**src/rtl/d_toggle_gen_pkg.sv**
```systemverilog
// Shared types and constants for the d_toggle_gen flop stimulus driver.
//   state_e    : sequencer states
//   LFSR_TAPS  : Galois tap mask for the right-shifting 16-bit LFSR
//   CNT_W      : width of the toggle and delay counters
//   lfsr_step  : one LFSR advance
package d_toggle_gen_pkg;

  localparam int unsigned CNT_W     = 8;
  localparam logic [15:0] LFSR_TAPS = 16'hB400;

  typedef enum logic [2:0] {
    StIdle,
    StPre,
    StRun,
    StSet,
    StDone
  } state_e;

  function automatic logic [15:0] lfsr_step(input logic [15:0] v);
    return (v >> 1) ^ (v[0] ? LFSR_TAPS : 16'h0000);
  endfunction

endpackage

```
**src/rtl/d_toggle_gen_lfsr16.sv**
```systemverilog
// 16-bit Galois LFSR, shift right, advancing one step whenever adv_i is high.
//   clk     : clock, rising edge
//   reset   : asynchronous active-high reset, loads SEED
//   adv_i   : advance one step on this edge
//   value_o : current LFSR contents
module lfsr16
  import d_toggle_gen_pkg::*;
#(
  parameter logic [15:0] SEED = 16'hACE1
) (
  input  logic        clk,
  input  logic        reset,
  input  logic        adv_i,
  output logic [15:0] value_o
);

  logic [15:0] lfsr_q, lfsr_d;

  always_comb begin
    lfsr_d = lfsr_q;
    if (adv_i) lfsr_d = lfsr_step(lfsr_q);
  end

  always_ff @(posedge clk or posedge reset) begin
    if (reset) lfsr_q <= SEED;
    else       lfsr_q <= lfsr_d;
  end

  assign value_o = lfsr_q;

endmodule

```
**src/rtl/d_toggle_gen.sv**
```systemverilog
// Stimulus driver for one D flop under test: toggles d while the flop is held in reset,
// releases reset and toggles again, forces d=1, then re-asserts reset.
//   clk          : clock, rising edge
//   reset        : asynchronous active-high reset
//   start_i      : begin a run (sampled only in idle/done)
//   d_out_o      : drives flop d
//   rstn_out_o   : drives flop reset_n (active-low)
//   busy_o       : run in progress
//   done_o       : run finished; cleared by start or reset
//   toggle_cnt_o : toggles completed in the current phase
// Build option: define FIXED_DELAY_EN to make every interval MAX_DELAY and drop the LFSR.
module d_toggle_gen
  import d_toggle_gen_pkg::*;
#(
  parameter int unsigned NUM_TOGGLES = 5,
  parameter int unsigned MIN_DELAY   = 1,
  parameter int unsigned MAX_DELAY   = 3,
  parameter int unsigned SET_GAP     = 1,
  parameter logic [15:0] LFSR_SEED   = 16'hACE1
) (
  input  logic             clk,
  input  logic             reset,
  input  logic             start_i,
  output logic             d_out_o,
  output logic             rstn_out_o,
  output logic             busy_o,
  output logic             done_o,
  output logic [CNT_W-1:0] toggle_cnt_o
);

  if (LFSR_SEED == 16'h0000) begin : g_bad_seed
    $error("d_toggle_gen: LFSR_SEED must be non-zero");
  end
  if (NUM_TOGGLES < 1 || NUM_TOGGLES > 255) begin : g_bad_num
    $error("d_toggle_gen: NUM_TOGGLES out of range");
  end
  if (MIN_DELAY < 1 || MAX_DELAY < MIN_DELAY || MAX_DELAY > 15) begin : g_bad_delay
    $error("d_toggle_gen: delay range invalid");
  end
  if (SET_GAP < 1 || SET_GAP > 255) begin : g_bad_gap
    $error("d_toggle_gen: SET_GAP out of range");
  end

  state_e           state_q;
  logic             d_out_q, rstn_q, busy_q, done_q;
  logic [CNT_W-1:0] toggle_cnt_q, cnt_q;
  logic [CNT_W-1:0] delay_new;
  logic             start_ok, tick, last;

  assign start_ok = start_i && (state_q == StIdle || state_q == StDone);
  assign tick     = (state_q == StPre || state_q == StRun) && (cnt_q == CNT_W'(1));
  assign last     = tick && (toggle_cnt_q == CNT_W'(NUM_TOGGLES - 1));

`ifdef FIXED_DELAY_EN
  assign delay_new = CNT_W'(MAX_DELAY);
`else
  localparam int unsigned DelaySpan = MAX_DELAY - MIN_DELAY + 1;

  logic [15:0] lfsr_val;
  logic [3:0]  delay_off;
  logic        load_delay;
  logic        unused_lfsr_hi;

  // Every delay load consumes exactly one LFSR step; the final RUN toggle loads SET_GAP instead.
  assign load_delay = start_ok || (tick && !(state_q == StRun && last));

  lfsr16 #(
    .SEED (LFSR_SEED)
  ) u_lfsr (
    .clk     (clk),
    .reset   (reset),
    .adv_i   (load_delay),
    .value_o (lfsr_val)
  );

  assign delay_off      = 4'(32'(lfsr_val[3:0]) % DelaySpan);
  assign delay_new      = CNT_W'(MIN_DELAY) + CNT_W'(delay_off);
  assign unused_lfsr_hi = ^lfsr_val[15:4];
`endif

  always_ff @(posedge clk or posedge reset) begin
    if (reset) begin
      state_q      <= StIdle;
      d_out_q      <= 1'b0;
      rstn_q       <= 1'b0;
      busy_q       <= 1'b0;
      done_q       <= 1'b0;
      toggle_cnt_q <= '0;
      cnt_q        <= '0;
    end else begin
      case (state_q)
        StIdle, StDone: begin
          if (start_i) begin
            state_q      <= StPre;
            d_out_q      <= 1'b0;
            rstn_q       <= 1'b0;
            busy_q       <= 1'b1;
            done_q       <= 1'b0;
            toggle_cnt_q <= '0;
            cnt_q        <= delay_new;
          end
        end
        StPre: begin
          if (tick) begin
            d_out_q <= ~d_out_q;
            cnt_q   <= delay_new;
            if (last) begin
              rstn_q       <= 1'b1;
              state_q      <= StRun;
              toggle_cnt_q <= '0;
            end else begin
              toggle_cnt_q <= toggle_cnt_q + 1'b1;
            end
          end else begin
            cnt_q <= cnt_q - 1'b1;
          end
        end
        StRun: begin
          if (tick) begin
            toggle_cnt_q <= toggle_cnt_q + 1'b1;
            if (last) begin
              d_out_q <= 1'b1;
              state_q <= StSet;
              cnt_q   <= CNT_W'(SET_GAP);
            end else begin
              d_out_q <= ~d_out_q;
              cnt_q   <= delay_new;
            end
          end else begin
            cnt_q <= cnt_q - 1'b1;
          end
        end
        StSet: begin
          if (cnt_q <= CNT_W'(1)) begin
            rstn_q  <= 1'b0;
            busy_q  <= 1'b0;
            done_q  <= 1'b1;
            state_q <= StDone;
          end else begin
            cnt_q <= cnt_q - 1'b1;
          end
        end
        default: state_q <= StIdle;
      endcase
    end
  end

  assign d_out_o      = d_out_q;
  assign rstn_out_o   = rstn_q;
  assign busy_o       = busy_q;
  assign done_o       = done_q;
  assign toggle_cnt_o = toggle_cnt_q;

endmodule

```
**config.mk**
```make
export PLATFORM = sky130hd
export DESIGN_NAME = d_toggle_gen
export DESIGN_NICKNAME = d
export VERILOG_FILES = /design/src/rtl/d_toggle_gen_pkg.sv /design/src/rtl/d_toggle_gen_lfsr16.sv /design/src/rtl/d_toggle_gen.sv
export SDC_FILE = /design/constraint.sdc
export NUM_CORES = 1
export LEC_CHECK = 0
export CORE_UTILIZATION = 40
export DETAILED_ROUTE_END_ITERATION = 8
export SKIP_CTS_REPAIR_TIMING = 1
export SLEW_MARGIN = 20
export SYNTH_ARGS = -nofsm -noshare
export SYNTH_HDL_FRONTEND = slang
export SYNTH_SLANG_ARGS = --single-unit
```
**constraint.sdc**
```tcl
create_clock -name clk -period 3.6 [get_ports clk]
set_input_delay 0.54 -clock clk [delete_from_list [all_inputs] [get_ports clk]]
set_output_delay 0.54 -clock clk [all_outputs]
set_load 0.03 [all_outputs]
```
---- After elaboration in Yosys (flattened, before gate mapping) ----
Cells that the tools add are included.
word-level totals
  flip-flop bits (word level) ............. 39
  logic and storage cells ................. 80
cells by class
  $add $sub $neg .......................... 3
  divide/modulo/power cells ............... 1
  order comparisons ....................... 1
  equal/unequal tests ..................... 13
  mux-type cells .......................... 32
  bitwise operators ....................... 2
  reductions and logical operators ........ 20
operators by type and width
  cell                    number
  $mux W8                 8
  $mod A4 B2 Y32 const B  1
  $pmux W8 S4             1
  $pmux W8 S3             1
  $mux W3                 6
  $mux W16                1
  $xor A15 B16 Y16        1
  $ne A2 B2 Y1 const B    7
  $pmux W3 S4             1
  $mux W1                 9
  $add A8 B1 Y8 const B   1
  $eq A8 B1 Y1 const B    1
  $eq A8 B3 Y1 const B    1
  $le A8 B1 Y1 const B    1
  $sub A8 B1 Y8 const B   1
  $eq A3 B2 Y1 const B    2
  $pmux W1 S3             2
  $reduce_and A3 Y1       2
  $reduce_and A6 Y1       1
  $reduce_bool A3 Y1      2
  $add A1 B4 Y5 const A   1
  $logic_and A1 B1 Y1     5
  $mux W5                 1
  $reduce_and A5 Y1       1
  11 further kinds        14

---- Logic depth before layout (Yosys ltp) ----
Gate-level depths: netlist (run 1).
  depth in word-level cells ............... 8
  depth in mapped cells ................... 14

---- By module ----
A second synthesis (run 1) with hierarchy kept.
second synthesis, totals
  cell total of the unflattened synthesis .. 252
  area, all modules ....................... 2417.3 um^2
modules (own cells, without submodules)
  module        instances  cells each  area an instance (um^2)
  d_toggle_gen  1          211         1757.9
  lfsr16        1          41          659.4

---- Worst setup path after synthesis (run 1) ----
OpenSTA, ideal clock, no wires.
  path kind ............................... register to register
  start point ............................. reg u_lfsr.lfsr_q[3] (netlist: u_lfsr.value_o[3])
  end point ............................... reg cnt_q[2]
  arrival time ............................ 3.093 ns
  data required time ...................... 3.479 ns
  path slack .............................. 0.386 ns
  stages on the path, launching flop included .. 15
  path buffers ............................ 1
  clock period less this slack ............ 3.214 ns
  cell sequence ........................... dfrtp_1 -> buf_2 -> nand2b_1 -> inv_2 -> ha_1 -> inv_1 -> ha_1 -> or3b_2 -> o221ai_1 -> and3b_1 -> mux2_2 -> ha_1 -> xor2_1 -> nand2_1 -> a22o_1
between the ends
  cells in the longest elaborated chain, start to end .. 5
RTL lines
  what                    line                       RTL
  start, declared         d_toggle_gen_lfsr16.sv:17  logic [15:0] lfsr_q, lfsr_d;
  start signal, assigned  d_toggle_gen_lfsr16.sv:26  else lfsr_q <= lfsr_d;
  $mod A4 B2 Y32 (*)      d_toggle_gen.sv:76         assign delay_off = 4'(32'(lfsr_val[3:0]) % DelaySpan);
  $add A1 B4 Y5 (*)       d_toggle_gen.sv:77         assign delay_new = CNT_W'(MIN_DELAY) + CNT_W'(delay_off);
  $mux W5                 d_toggle_gen.sv:121        if (last) begin
  $mux W8                 d_toggle_gen.sv:119        if (tick) begin
  $pmux W8 S4 (*)         d_toggle_gen.sv:91         case (state_q)
  end signal, assigned    d_toggle_gen.sv:100        cnt_q <= delay_new;
  end signal, assigned    d_toggle_gen.sv:124        cnt_q <= CNT_W'(SET_GAP);
  end signal, assigned    d_toggle_gen.sv:127        cnt_q <= delay_new;
  end, declared           d_toggle_gen.sv:46         logic [CNT_W-1:0] toggle_cnt_q, cnt_q;
Every way passes the cells marked *; elsewhere a longest branch is shown, timed or not. The select of a mux whose other input is x is not followed.
A chain may end at the register's enable or synchronous reset.

---- Final worst setup path (run 1) ----
Same ends and word-level chain as after synthesis.

==> reports/qor.csv, run 1 <==
metric,value,unit
Peak Freq,0.2971,GHz
number of synthesized flops with an enable pin,0,
Initial Util,41.41,%
Critical R2R Launch,u_lfsr.value_o[3],
crit path time final,3366,ps
CP Class,reg2reg,
synth unique cells,57,
Avg WL per Cell,13.71,µm
RSZ-0062 raised after global routing,false,
CP peak stage delay,470,ps
"Seq/Total Area, Yosys",40.45,%
cell taking the most area after synthesis,dfrtp_1,
"count leader, synth",dfrtp_1,
Clock Tree Root,clkbuf_8,
drt pass-1 iters,4,
Core ar.,5886,µm²
Final nets,277,
"slowest stage cell, crit path",dfrtp_2,
row count,28,
synthesized flop and latch total,39,
Die Span Y,80.06,µm
# diodes,0,
Async SR Flop Fraction,100.0,%
Worst EP arrival,3550,ps
total gr overflow,0,
Area after DPL,2629,µm²
share of cells above drive strength 1,16.17,%
final worst slack,233.7,ps
post-layout util,46.68,%
CP Data Required Time,3780,ps
Vias,1816,
TNS Setup,0,ps
Layout area overhead,12.73,%
Slew @ Worst Pin,750.9,ps
Final Setup Violations,0,
Num CTS Buffers,5,
# DRC,0,
area of the mapped netlist,2437,µm²
final instance area,2748,µm²
Max Slew Vio Count,0,
clock latency on the worst-skew pair,300,ps
worst vdd ir,0.0003797,V
Post-Synthesis Cells,251,
Place WS,185.0,ps
Pleak,1.227,nW
Critical Path Source,u_lfsr.value_o[3],
Ports,15,
most frequent CP cell,ha_1,
"Top FF cell, synth",dfrtp_1,
CP Launch Type,flip-flop,
largest net degree at the start of global routing,40,
worst hold slack,462.2,ps
critical path depth in cells,13,
cells along the critical path,"nand2b_1, inv_2, ha_2, inv_1, ha_1, or3b_2, o221ai_1, and3b_1, mux2_2, ha_1, xor2_1, nand2_1, a22o_1",
vias in the first global route,1852,
"antenna viol nets, final",0,
GPL Wtd Cong,0.7743,
syn nets,263,
Relative slew margins,49.77,%
Synth top area share,31.83,%
Vias/cell,5.326,
clk sinks,39,
Synth Warn #,0,
final worst-path cycle share,93.51,%
run status,"finished, final reports clean",
Worst Skew,10.33,ps
Die Wd,80.06,µm
TritonCTS clock tree,built,
"critical path fanouts, max",10,
clk slew on worst S/H paths,80,ps
largest cells by area after synthesis,"dfrtp_1, dfstp_2, mux2_4",
die area,6410,µm²
critical path's top delay family,simple AND/OR/NAND/NOR gates,
clk buf depth,2,
CP Capture Type,flip-flop,
R2R setup slack,230,ps
WL final,4674,µm
Fin. Hold Viols,0,
H-tree depth,2,
Pwr Density,844.6,nW/µm²
DRT iter0 DRCs,150,
Post-synth top cells,"dfrtp_1, nand2_1, nor2_1",
Max Cap Viol,0,
input/output buffers,14,
Placed Cells,333,
DPL Wire Length,3268,µm
CP Buf/Inv Count,2,
"Avg Cell Area, Syn",9.711,µm²
initial antenna violation count,0,
first-pass GRT wire length,8473,µm
R2R depth,13,
RR Endpoint,cnt_q[2],
Final Power,2.321,mW
"non-filler cells, final",341,
worst hold path class,reg2reg,
GRT Overall Usage,17.09,%
crit path to,cnt_q[2],
## metal layers
metal / part of all wire (%) / global-route usage, %
met1: 49 / 21.19
met2: 47 / 28.63
met3: 2.8 / 4.205
met4: 1.7 / 6.250
met5: 0 / 0
## cells by family after synthesis
logic type	count (synthesis)	synth area share (%)
muxes	16	8.778
buffers and inverters	20	3.901
AOI/OAI and AO/OA	66	17.66
adders and majority gates	9	4.620
DFF	39	40.45
and+or+nand+nor	86	19.20
xor gates and xnor gates	15	5.390
## worst min path at each step
stage                             startpoint                 end  slack [ps]  cells after the start
after floorplan           u_lfsr.value_o[10]  u_lfsr.value_o[10]         440                      2
after global placement    u_lfsr.value_o[10]  u_lfsr.value_o[10]         450                      2
after detailed placement  u_lfsr.value_o[10]  u_lfsr.value_o[10]         450                      2
after CTS                 u_lfsr.value_o[10]  u_lfsr.value_o[10]         470                      2
after global routing      u_lfsr.value_o[10]  u_lfsr.value_o[10]         470                      2
final                     u_lfsr.value_o[10]  u_lfsr.value_o[10]         460                      2
## area by class of cell
type	count	area, µm²
Clock buffer	5	68.82
Sequential cell	39	987.2
Tap cell	75	93.84
Timing Repair Buffer	15	147.6
Fill cell	570	3138
Clock inverter	3	46.29
Multi-Input combinational cell	192	1359
Inverter	12	45.04
## layout by cell type (no fill, tap or decap), drive strengths merged, types with 9 or more instances in the layout
cell type,synthesis,layout
nor2,25,25
o21ai,24,24
dfrtp,31,31
nand2,25,25
clkdlybuf4s50,0,14
inv,12,13
nand3,9,9
mux2,13,13
ha,9,9
a21oi,15,15
## report_power, final
group	total, mW	switching, mW	leakage, nW	internal [mW]
clock network	0.378	0.170	0.0548	0.209
logic	1.18	0.644	0.687	0.536
registers	0.763	0.166	0.485	0.597
total	2.32	0.979	1.23	1.34
## worst reg2reg max path: cells and delay by family, from the launching register on
family	cells	cell delay [ps]
AO/OA/AOI/OAI	2	430
XOR/XNOR	1	140
adder cells (fa/ha/maj)	3	720
buffers and inverters	2	140
flip-flops	1	470
multiplexers	1	360
AND/OR/NAND/NOR	4	990
## flip-flops by register name, summed over array words and instances (netlist names)
name	cells
rstn_out_o	1
busy_o	1
done_o	1
toggle_cnt_o	8
d_out_o	1
state_q	3
cnt_q	8
u_lfsr.value_o	16
Power figures use the tool's default switching activity.
==> run 2: changes to the inputs <==
Settings changed: CTS_BUF_LIST set to sky130_fd_sc_hd__clkbuf_8 sky130_fd_sc_hd__clkbuf_16.
==> results of run 2 <==
The final DEF is identical to that of run 1; final timing and power are the same.
==> run 3: changes to the inputs <==
Settings changed: SKIP_CTS_REPAIR_TIMING 1 to not set.
==> results of run 3 <==
The final DEF is identical to that of run 1; final timing and power are the same.
